**src/rtl/sync_fifo.sv**
```systemverilog
// Single-clock FWFT FIFO with valid/ready handshakes, occupancy count,
// almost-full/almost-empty flags, synchronous flush and sticky overflow.
module sync_fifo #(
  parameter int WIDTH        = 16,
  parameter int DEPTH        = 8,
  parameter int AFULL_LEVEL  = DEPTH - 1,
  parameter int AEMPTY_LEVEL = 1,
  localparam int CW          = $clog2(DEPTH + 1)
) (
  input  logic             clk,
  input  logic             rst,
  input  logic             flush,
  input  logic             wr_valid,
  input  logic [WIDTH-1:0] wr_data,
  output logic             wr_ready,
  input  logic             rd_valid,
  output logic             rd_ready,
  output logic [WIDTH-1:0] rd_data,
  output logic [CW-1:0]    count,
  output logic             almost_full,
  output logic             almost_empty,
  output logic             overflow
);

  localparam int AW = $clog2(DEPTH);
  localparam logic [AW-1:0] PTR_ONE = AW'(1);
  localparam logic [CW-1:0] CNT_ONE = CW'(1);
  localparam logic [CW-1:0] CNT_MAX = CW'(DEPTH);

  generate
    if ((WIDTH < 1) || (DEPTH < 2) || ((DEPTH & (DEPTH - 1)) != 0)) begin : g_bad_depth
      $error("sync_fifo: DEPTH must be a power of two >= 2 and WIDTH >= 1");
    end
    if ((AFULL_LEVEL < 0) || (AFULL_LEVEL > DEPTH)) begin : g_bad_afull
      $error("sync_fifo: AFULL_LEVEL must lie in 0..DEPTH");
    end
  endgenerate

  logic [WIDTH-1:0] mem_r [DEPTH];
  logic [AW-1:0]    wr_ptr_r;
  logic [AW-1:0]    rd_ptr_r;
  logic [CW-1:0]    count_r;
  logic             overflow_r;
  logic             wr_ready_s;
  logic             rd_ready_s;
  logic             wr_fire_s;
  logic             rd_fire_s;

  // Full/empty come from the count so pointer equality is never ambiguous.
  assign wr_ready_s = (count_r != CNT_MAX);
  assign rd_ready_s = (count_r != {CW{1'b0}});
  assign wr_fire_s  = wr_valid & wr_ready_s & ~flush;
  assign rd_fire_s  = rd_valid & rd_ready_s & ~flush;

  // Pointer, occupancy and sticky overflow state; flush outranks any transfer.
  always_ff @(posedge clk or posedge rst) begin
    if (rst) begin
      wr_ptr_r   <= {AW{1'b0}};
      rd_ptr_r   <= {AW{1'b0}};
      count_r    <= {CW{1'b0}};
      overflow_r <= 1'b0;
    end else if (flush) begin
      wr_ptr_r   <= {AW{1'b0}};
      rd_ptr_r   <= {AW{1'b0}};
      count_r    <= {CW{1'b0}};
      overflow_r <= 1'b0;
    end else begin
      if (wr_fire_s) begin
        wr_ptr_r <= wr_ptr_r + PTR_ONE;
      end
      if (rd_fire_s) begin
        rd_ptr_r <= rd_ptr_r + PTR_ONE;
      end
      case ({wr_fire_s, rd_fire_s})
        2'b10:   count_r <= count_r + CNT_ONE;
        2'b01:   count_r <= count_r - CNT_ONE;
        default: count_r <= count_r;
      endcase
      if (wr_valid && !wr_ready_s) begin
        overflow_r <= 1'b1;
      end
    end
  end

  // Storage is left unreset so it can map onto distributed RAM.
  always_ff @(posedge clk) begin
    if (wr_fire_s) begin
      mem_r[wr_ptr_r] <= wr_data;
    end
  end

  assign wr_ready     = wr_ready_s;
  assign rd_ready     = rd_ready_s;
  assign rd_data      = mem_r[rd_ptr_r];
  assign count        = count_r;
  assign overflow     = overflow_r;
  assign almost_full  = (int'(count_r) >= AFULL_LEVEL);
  assign almost_empty = (int'(count_r) <= AEMPTY_LEVEL);

endmodule
```
**config.mk**
```make
export PLATFORM = sky130hd
export DESIGN_NAME = sync_fifo
export DESIGN_NICKNAME = d
export VERILOG_FILES = /design/src/rtl/sync_fifo.sv
export SDC_FILE = /design/constraint.sdc
export NUM_CORES = 1
export LEC_CHECK = 0
export CAP_MARGIN = 20
export CELL_PAD_IN_SITES_DETAIL_PLACEMENT = 1
export CELL_PAD_IN_SITES_GLOBAL_PLACEMENT = 1
export CORE_ASPECT_RATIO = 1.1
export CORE_MARGIN = 5
export CORE_UTILIZATION = 45
export DETAILED_ROUTE_END_ITERATION = 12
export GPL_TIMING_DRIVEN = 0
export PLACE_DENSITY = 0.78
export SYNTH_ARGS = -nofsm -noshare
export SYNTH_HDL_FRONTEND = slang
export SYNTH_SLANG_ARGS = --single-unit
```
**constraint.sdc**
```tcl
create_clock -name clk -period 2.8 [get_ports clk]
set_input_delay 0.56 -clock clk [delete_from_list [all_inputs] [get_ports clk]]
set_output_delay 0.56 -clock clk [all_outputs]
set_load 0.02 [all_outputs]
```
==> results.yml, run 1 <==
run_status:
  outcome: "complete, no violations"
floorplan:
  floorplan.die.height_um: 128
  floorplan.initialDensity_pct: 45.6
  placement_rows: 43
  top_level_port_count: 46
  fp.dieArea_sq_um: 15100
  die_width_um: 117
  core-area_sq_um: 12500
global_route:
  grt_util_all_layers_pct: 17.4
  grt_pass1_wl_um: 19100
  grt-ovfl-total: 0
  grt_antenna_before_repair: 1
  first_global_vias: 3128
  pin_count_of_the_biggest_net_entering_global_routing: 17
finish:
  final_design_area_no_fill_sq_um: 7130
  seq_area_sq_um: 4120
  fillCellCount: 1133
  drive_above_1_share_pct: 30.1
  n_antenna_cell: 0
  multiInputGateArea_sq_um: 1500
  nets: 380
  areaGrowthSynthToFinish_pct: 24.8
min_path:
  min-delay-path-class: "primary input to async pin"
flow_run:
  cap_violations: 0
sta:
  finalWorstSetupSlack_ns: 0.0231
  layout_worst_path_cycle_share_pct: 99.2
  hold_violation_total_from_the_final_report: 0
  setup_violations: 0
  timing.max_slew.rel_slack_pct: 53.3
  rsz0062_at_grt: "true"
  final.setup.tns_ns: 0
  slew_viol_final: 0
  max_clock_freq_mhz: 360
  finalWorstPathRequiredPeriod_ns: 2.78
  max_slew.worst_pin.slew_ns: 0.700
  clock_skews_ns: 0.00527
place:
  placement.cell_area_sq_um: 6530
  gpl.final_weighted_congestion: 0.706
  detailedPlace.worstSlack_ns: -0.247
  detailed_place_hpwl_um: 7860
  port-buffer-count: 44
clocking:
  numCtsBuffers: 17
  cts.sink_count: 139
  total_number_of_h_tree_levels: 4
  cts-hold-fix-buffers: 0
  clk_pin_slew_worst_paths_ns: 0.05
  clock_insertion_delay_worst_skew_ns: 0.41
  clockRootBuffer: "clkbuf_16"
  cts_buffer_depth: 2
  cts_tree: "built"
routing:
  via_count: 2902
  wirelength_um: 12500
  number_of_antenna_violating_nets_in_the_routed_design: 0
  drc_violations_left: 0
  drt_first_iter_violations: 209
  post_drt_via_cell_ratio: 5.56
  drtPass1Iterations: 4
  routedWlPerCell_um: 23.9
synthesis:
  yosysUniqueCellTypes: 33
  synthDominantAreaCellType: "edfxtp_1"
  ys_top_cells_by_area: "edfxtp_1, mux4_1, dfrtp_1"
  post_synthesis_cell_count: 278
  async_flop_share_pct: 7.91
  synth_top_area_share_pct: 67.2
  net_count_after_synthesis: 305
  synth.yosys.warnings: 0
  most_common_cell_in_the_synthesized_netlist: "edfxtp_1"
  yosys_register_bits: 139
  synth-seq-area-share_pct: 72.1
  synth-main-ff-cell: "edfxtp_1"
  number_of_synthesized_flops_with_an_enable_pin: 128
  syn_area_per_cell_sq_um: 20.6
  syn-cell-area_sq_um: 5720
  synth.cells.most_frequent: "edfxtp_1, mux4_1, mux2_2"
setup_path:
  critPathCaptureType: "primary output"
  timing.setup.critical_path_class: "register to primary output"
  worst-path-max-fanout: 9
  cp_data_arrival_time_ns: 2.22
  r2r_slack_ns: 0.10
  critical_path_startpoint_category: "register"
  worstPathRequired_ns: 2.24
  worst-path-buf-inv: 4
  worstPathCellList: "buf_6 -> buf_12 -> buf_4 -> mux4_2 -> mux2_2 -> buf_2"
  critPathTopFamily: "multiplexers"
  timing.critical_path.slowest_cell_delay_ns: 0.50
  r2r-start: "count[0]$_DFFE_PP0P_"
  critical_path.reg2reg.endpoint: "mem_r[2][4]$_DFFE_PP_"
  worst-r2r-cell-count: 7
  slowest_stage: "mux4_2"
power_and_ir_drop:
  cellPowerDensity_nw_per_um2: 880
  vdd_ir_max_v: 0.000368
  total_leakage_power_nw: 2.46
[sequential cells by signal, summed over array words and instances (netlist names)]
name and cells:
overflow 1, mem_r 128, wr_ptr_r 3, rd_ptr_r 3, count 4
[worst max path at each step]
stage	startpoint	to	slack, ns	cells after the start
final	rd_ptr_r[0]$_DFFE_PP0P_	rd_data[14]	0.02	6
after global routing	count[0]$_DFFE_PP0P_	mem_r[2][13]$_DFFE_PP_	-0.09	7
after CTS	rd_ptr_r[0]$_DFFE_PP0P_	rd_data[7]	-0.04	5
after detailed placement	rd_ptr_r[1]$_DFFE_PP0P_	rd_data[10]	-0.25	5
after global placement	wr_valid	mem_r[2][5]$_DFFE_PP_	-0.76	5
after floorplan	count[0]$_DFFE_PP0P_	mem_r[2][0]$_DFFE_PP_	0.06	6
[metrics by stage]
| stage | cells | total power [W] | hold slack [ns] | util, % |
|---|---|---|---|---|
| final | 522 | 0.00628 | 0.467 | 56.9 |
| after global routing | 522 | 0.00656 | 0.499 | 56.9 |
| after CTS | 518 | 0.00630 | 0.471 | 56.8 |
| after detailed placement | 487 | 0.00401 | 0.507 | 52.1 |
| after global placement | 479 | 0.00394 | 0.485 | 50.8 |
| after floorplan | 278 | 0.00343 | 0.412 | - |
[cells in the final DEF (no fill, tap or decap), types with 4 or more instances in the layout]
cell             Yosys  layout
buf_2                7      17
clkinv_2             0       4
bufinv_16            0       4
nor2_2               0       6
mux2_2              17      17
nand3_1              4       4
clkdlybuf4s50_1      0      27
clkbuf_16            0      18
buf_8                0       4
mux4_2               7      10
xor2_1               4       4
edfxtp_1           128     128
nand2_1              7       7
dfrtp_1             11      11
nand2b_1             5       5
nor2_1              14       8
a21oi_1              4       4
buf_6                4       4
mux4_1              26      23
buf_4                0       7
ha_1                 6       6
[report_power, final]
group	internal (W)	switching (W)	leakage (nW)
logic	0.000797	0.000762	0.867
registers	0.00236	0.0000646	1.31
clock network	0.00148	0.000818	0.289
total	0.00463	0.00165	2.46
[layout make-up]
type                       instances  area share [%]
multi-input combinational        120            21.0
sequential                       139            57.8
buffer                            14            1.88
tap                              157            2.75
inverter                           3           0.158
timing repair buffer              58            7.98
clock inverter                    13            2.46
clock buffer                      18            6.02
[worst reg2reg max path: stages, from the launching register on]
cell and delay, ns:
dfrtp_1 0.48, inv_1 0.13, ha_1 0.23, nand3b_1 0.20
nand2_1 0.14, or3_1 0.44, nor2_2 0.53, buf_6 0.25
[metal layers]
metal,track usage [%],wire [um]
met5,0,11
met4,5.53,193
met2,29.8,6820
met1,21.5,5050
met3,4.99,417
[what timing repair did]
action / in CTS / in global routing
cloned: 0 / 1
setup endpoints to repair: 16 / 24
buffers inserted: 2 / 3
resized for setup: 61 / 11
pin swaps: 0 / 0
[cells by family after synthesis]
kind of cell	share of synthesized area (%)
flops	72.1
compound gates	1.14
mux	18.6
buf+inv	2.21
xor+xnor	0.613
fa+ha+maj	1.31
simple gates	4.07
(Power assumes the default switching activity.)
==> inputs of run 2 (changes only) <==
Settings changed: CORE_ASPECT_RATIO 1.1 to 1.2.
==> run 2 against run 1 <==
Effect of this change:
- die area about the same
- wire length up 0.36%
- cell count up 1.5%
- core utilization down 0.28 points
- global-route usage up 0.36 points
- critical path depth down 1
- power down 1.5%
- sequential cell count unchanged
- sequential share of layout area up 0.19 points
- via count up 0.55%
- clock skew up 0.0023 ns
- highest routed layer is now met4
==> results.yml, run 2 (synthesized netlist as in run 1, its figures left out) <==
setup_path:
  timing.setup.critical_path_class: "register to primary output"
  worstPathRequired_ns: 2.24
  r2r-start: "count[0]$_DFFE_PP0P_"
  cp_data_arrival_time_ns: 2.21
  critical_path.reg2reg.endpoint: "mem_r[2][5]$_DFFE_PP_"
  critPathCaptureType: "primary output"
  critical_path_startpoint_category: "register"
  crit_path_start: "rd_ptr_r[0]$_DFFE_PP0P_"
  worst-path-max-fanout: 10
  r2r_slack_ns: 0.12
  worst-r2r-cell-count: 7
global_route:
  grt_util_all_layers_pct: 17.7
  pin_count_of_the_biggest_net_entering_global_routing: 17
  first_global_vias: 3248
  grt-ovfl-total: 0
  grt_pass1_wl_um: 19400
  grt_antenna_before_repair: 0
power_and_ir_drop:
  power_share_of_the_combinational_group_pct: 25.3
  switching_share_pct: 26.7
  total_leakage_power_nw: 2.44
  pwr-share-seq_pct: 39.2
  clock_power_share_pct: 35.5
  vdd_ir_max_v: 0.000492
  cellPowerDensity_nw_per_um2: 870
  cell_internal_pwr_w: 0.00453
  p_switching_w: 0.00165
finish:
  largest_register_ff_count: 128
  postLayoutCoreUtil_pct: 56.6
  most-common-layout-cells: "edfxtp_1, clkdlybuf4s50_1, mux4_1, mux2_2, clkbuf_16"
  fillCellCount: 1105
  final_common_cell: "edfxtp_1"
  registers.top_by_ff_count: "mem_r"
  areaGrowthSynthToFinish_pct: 24.3
  drive_above_1_share_pct: 31.4
  finalNonFillerCells: 530
  final_design_area_no_fill_sq_um: 7110
  n_antenna_cell: 0
  nets: 382
routing:
  routedWlPerCell_um: 23.7
  drtPass1Iterations: 4
  drc_violations_left: 0
  number_of_antenna_violating_nets_in_the_routed_design: 0
  post_drt_via_cell_ratio: 5.51
  drt_first_iter_violations: 239
  wirelength_um: 12500
  via_count: 2918
sta:
  setup_violations: 0
  slew_viol_final: 0
  hold_violation_total_from_the_final_report: 0
  layout_worst_path_cycle_share_pct: 98.8
  max_clock_freq_mhz: 362
  finalWorstSetupSlack_ns: 0.0347
  max_slew.worst_pin.slew_ns: 0.619
  clock_skews_ns: 0.00756
  rsz0062_at_grt: "true"
  finalWorstPathRequiredPeriod_ns: 2.77
  timing.max_slew.rel_slack_pct: 58.7
  holdWs_ns: 0.474
floorplan:
  core-area_sq_um: 12600
  floorplan.die.height_um: 133
  die_width_um: 113
  top_level_port_count: 46
  placement_rows: 45
  fp.dieArea_sq_um: 15100
  floorplan.initialDensity_pct: 45.5
place:
  port-buffer-count: 44
  detailedPlace.worstSlack_ns: -0.268
  detailed_place_hpwl_um: 8020
  dp.cells: 494
  placement.cell_area_sq_um: 6530
  gpl.final_weighted_congestion: 0.750
clocking:
  numCtsBuffers: 17
  clockRootBuffer: "clkbuf_16"
  cts.sink_count: 139
  total_number_of_h_tree_levels: 4
  cts_buffer_depth: 2
  cts-hold-fix-buffers: 0
  clock_insertion_delay_worst_skew_ns: 0.41
  clk_pin_slew_worst_paths_ns: 0.06
  cts_tree: "built"
flow_run:
  cap_violations: 0
run_status:
  outcome: "complete, no violations"
min_path:
  min-delay-path-class: "primary input to async pin"
==> run 2: changes by cell type in the layout (fill, tap and decap cells not counted), moves of 2 or more <==
| cell | change |
|---|---|
| nor2_4 | +2 |
| clkbuf_2 | +2 |
| mux4_2 | +3 |
| buf_2 | -2 |
| clkinvlp_4 | +2 |
| mux4_1 | -3 |
| buf_4 | +3 |
| buf_8 | +3 |
| nor2_2 | -2 |
==> run 2: power groups by stage <==
stage	clock [W]	sequential, W	combinational, W
6_report	0.00220	0.00243	0.00156
5_1_grt	0.00234	0.00243	0.00168
4_1_cts	0.00222	0.00242	0.00156
3_5_place_dp	0	0.00246	0.00155
3_3_place_gp	0	0.00245	0.00148
2_1_floorplan	0	0.00247	0.000959
==> run 2: final cells by class <==
type	count	area, sq um	area share (%)
Tap cell	164	205	2.89
Timing Repair Buffer	60	562	7.90
Clock buffer	18	429	6.04
Multi-Input combinational cell	120	1500	21.1
Clock inverter	12	151	2.13
Inverter	3	11.3	0.158
Buffer	14	134	1.88
Sequential cell	139	4120	57.9
==> run 2: worst max-delay path by stage <==
stage / slack, ns / to
6_report: 0.03 / rd_data[8]
5_1_grt: -0.03 / rd_data[8]
4_1_cts: -0.11 / rd_data[13]
3_5_place_dp: -0.27 / rd_data[8]
3_3_place_gp: -0.78 / mem_r[2][10]$_DFFE_PP_
2_1_floorplan: 0.06 / mem_r[2][0]$_DFFE_PP_
==> run 2: per-stage QoR <==
stage / setup TNS, ns / total power [W]
CTS: -0.210 / 0.00621
floorplan: 0 / 0.00343
global route: -0.0331 / 0.00645
finish: 0 / 0.00619
detailed placement: -6.73 / 0.00401
global placement: -76.23 / 0.00393
==> run 2: metal layers <==
layer  up-vias  wire, um  GRT usage [%]  share of wire (%)
met5         -         0              0                  0
met4         0       120           6.01               0.96
met3        13       626           3.86                5.0
met2        72      6750           30.9                 54
met1      1538      5050           21.8                 40
li1       1295         -              -                  -
==> run 2: timing repair <==
item	in CTS	in global routing
setup endpoints to repair	16	31
gates cloned	0	0
buffers inserted	5	3
hold endpoints to repair	0	0
gates resized for setup	60	18
==> run 2: critical path: stages (launching register included) <==
cell and delay (ns):
dfrtp_1 0.39, buf_6 0.17, buf_12 0.17, mux4_1 0.58
mux2_2 0.32, clkbuf_2 0.17
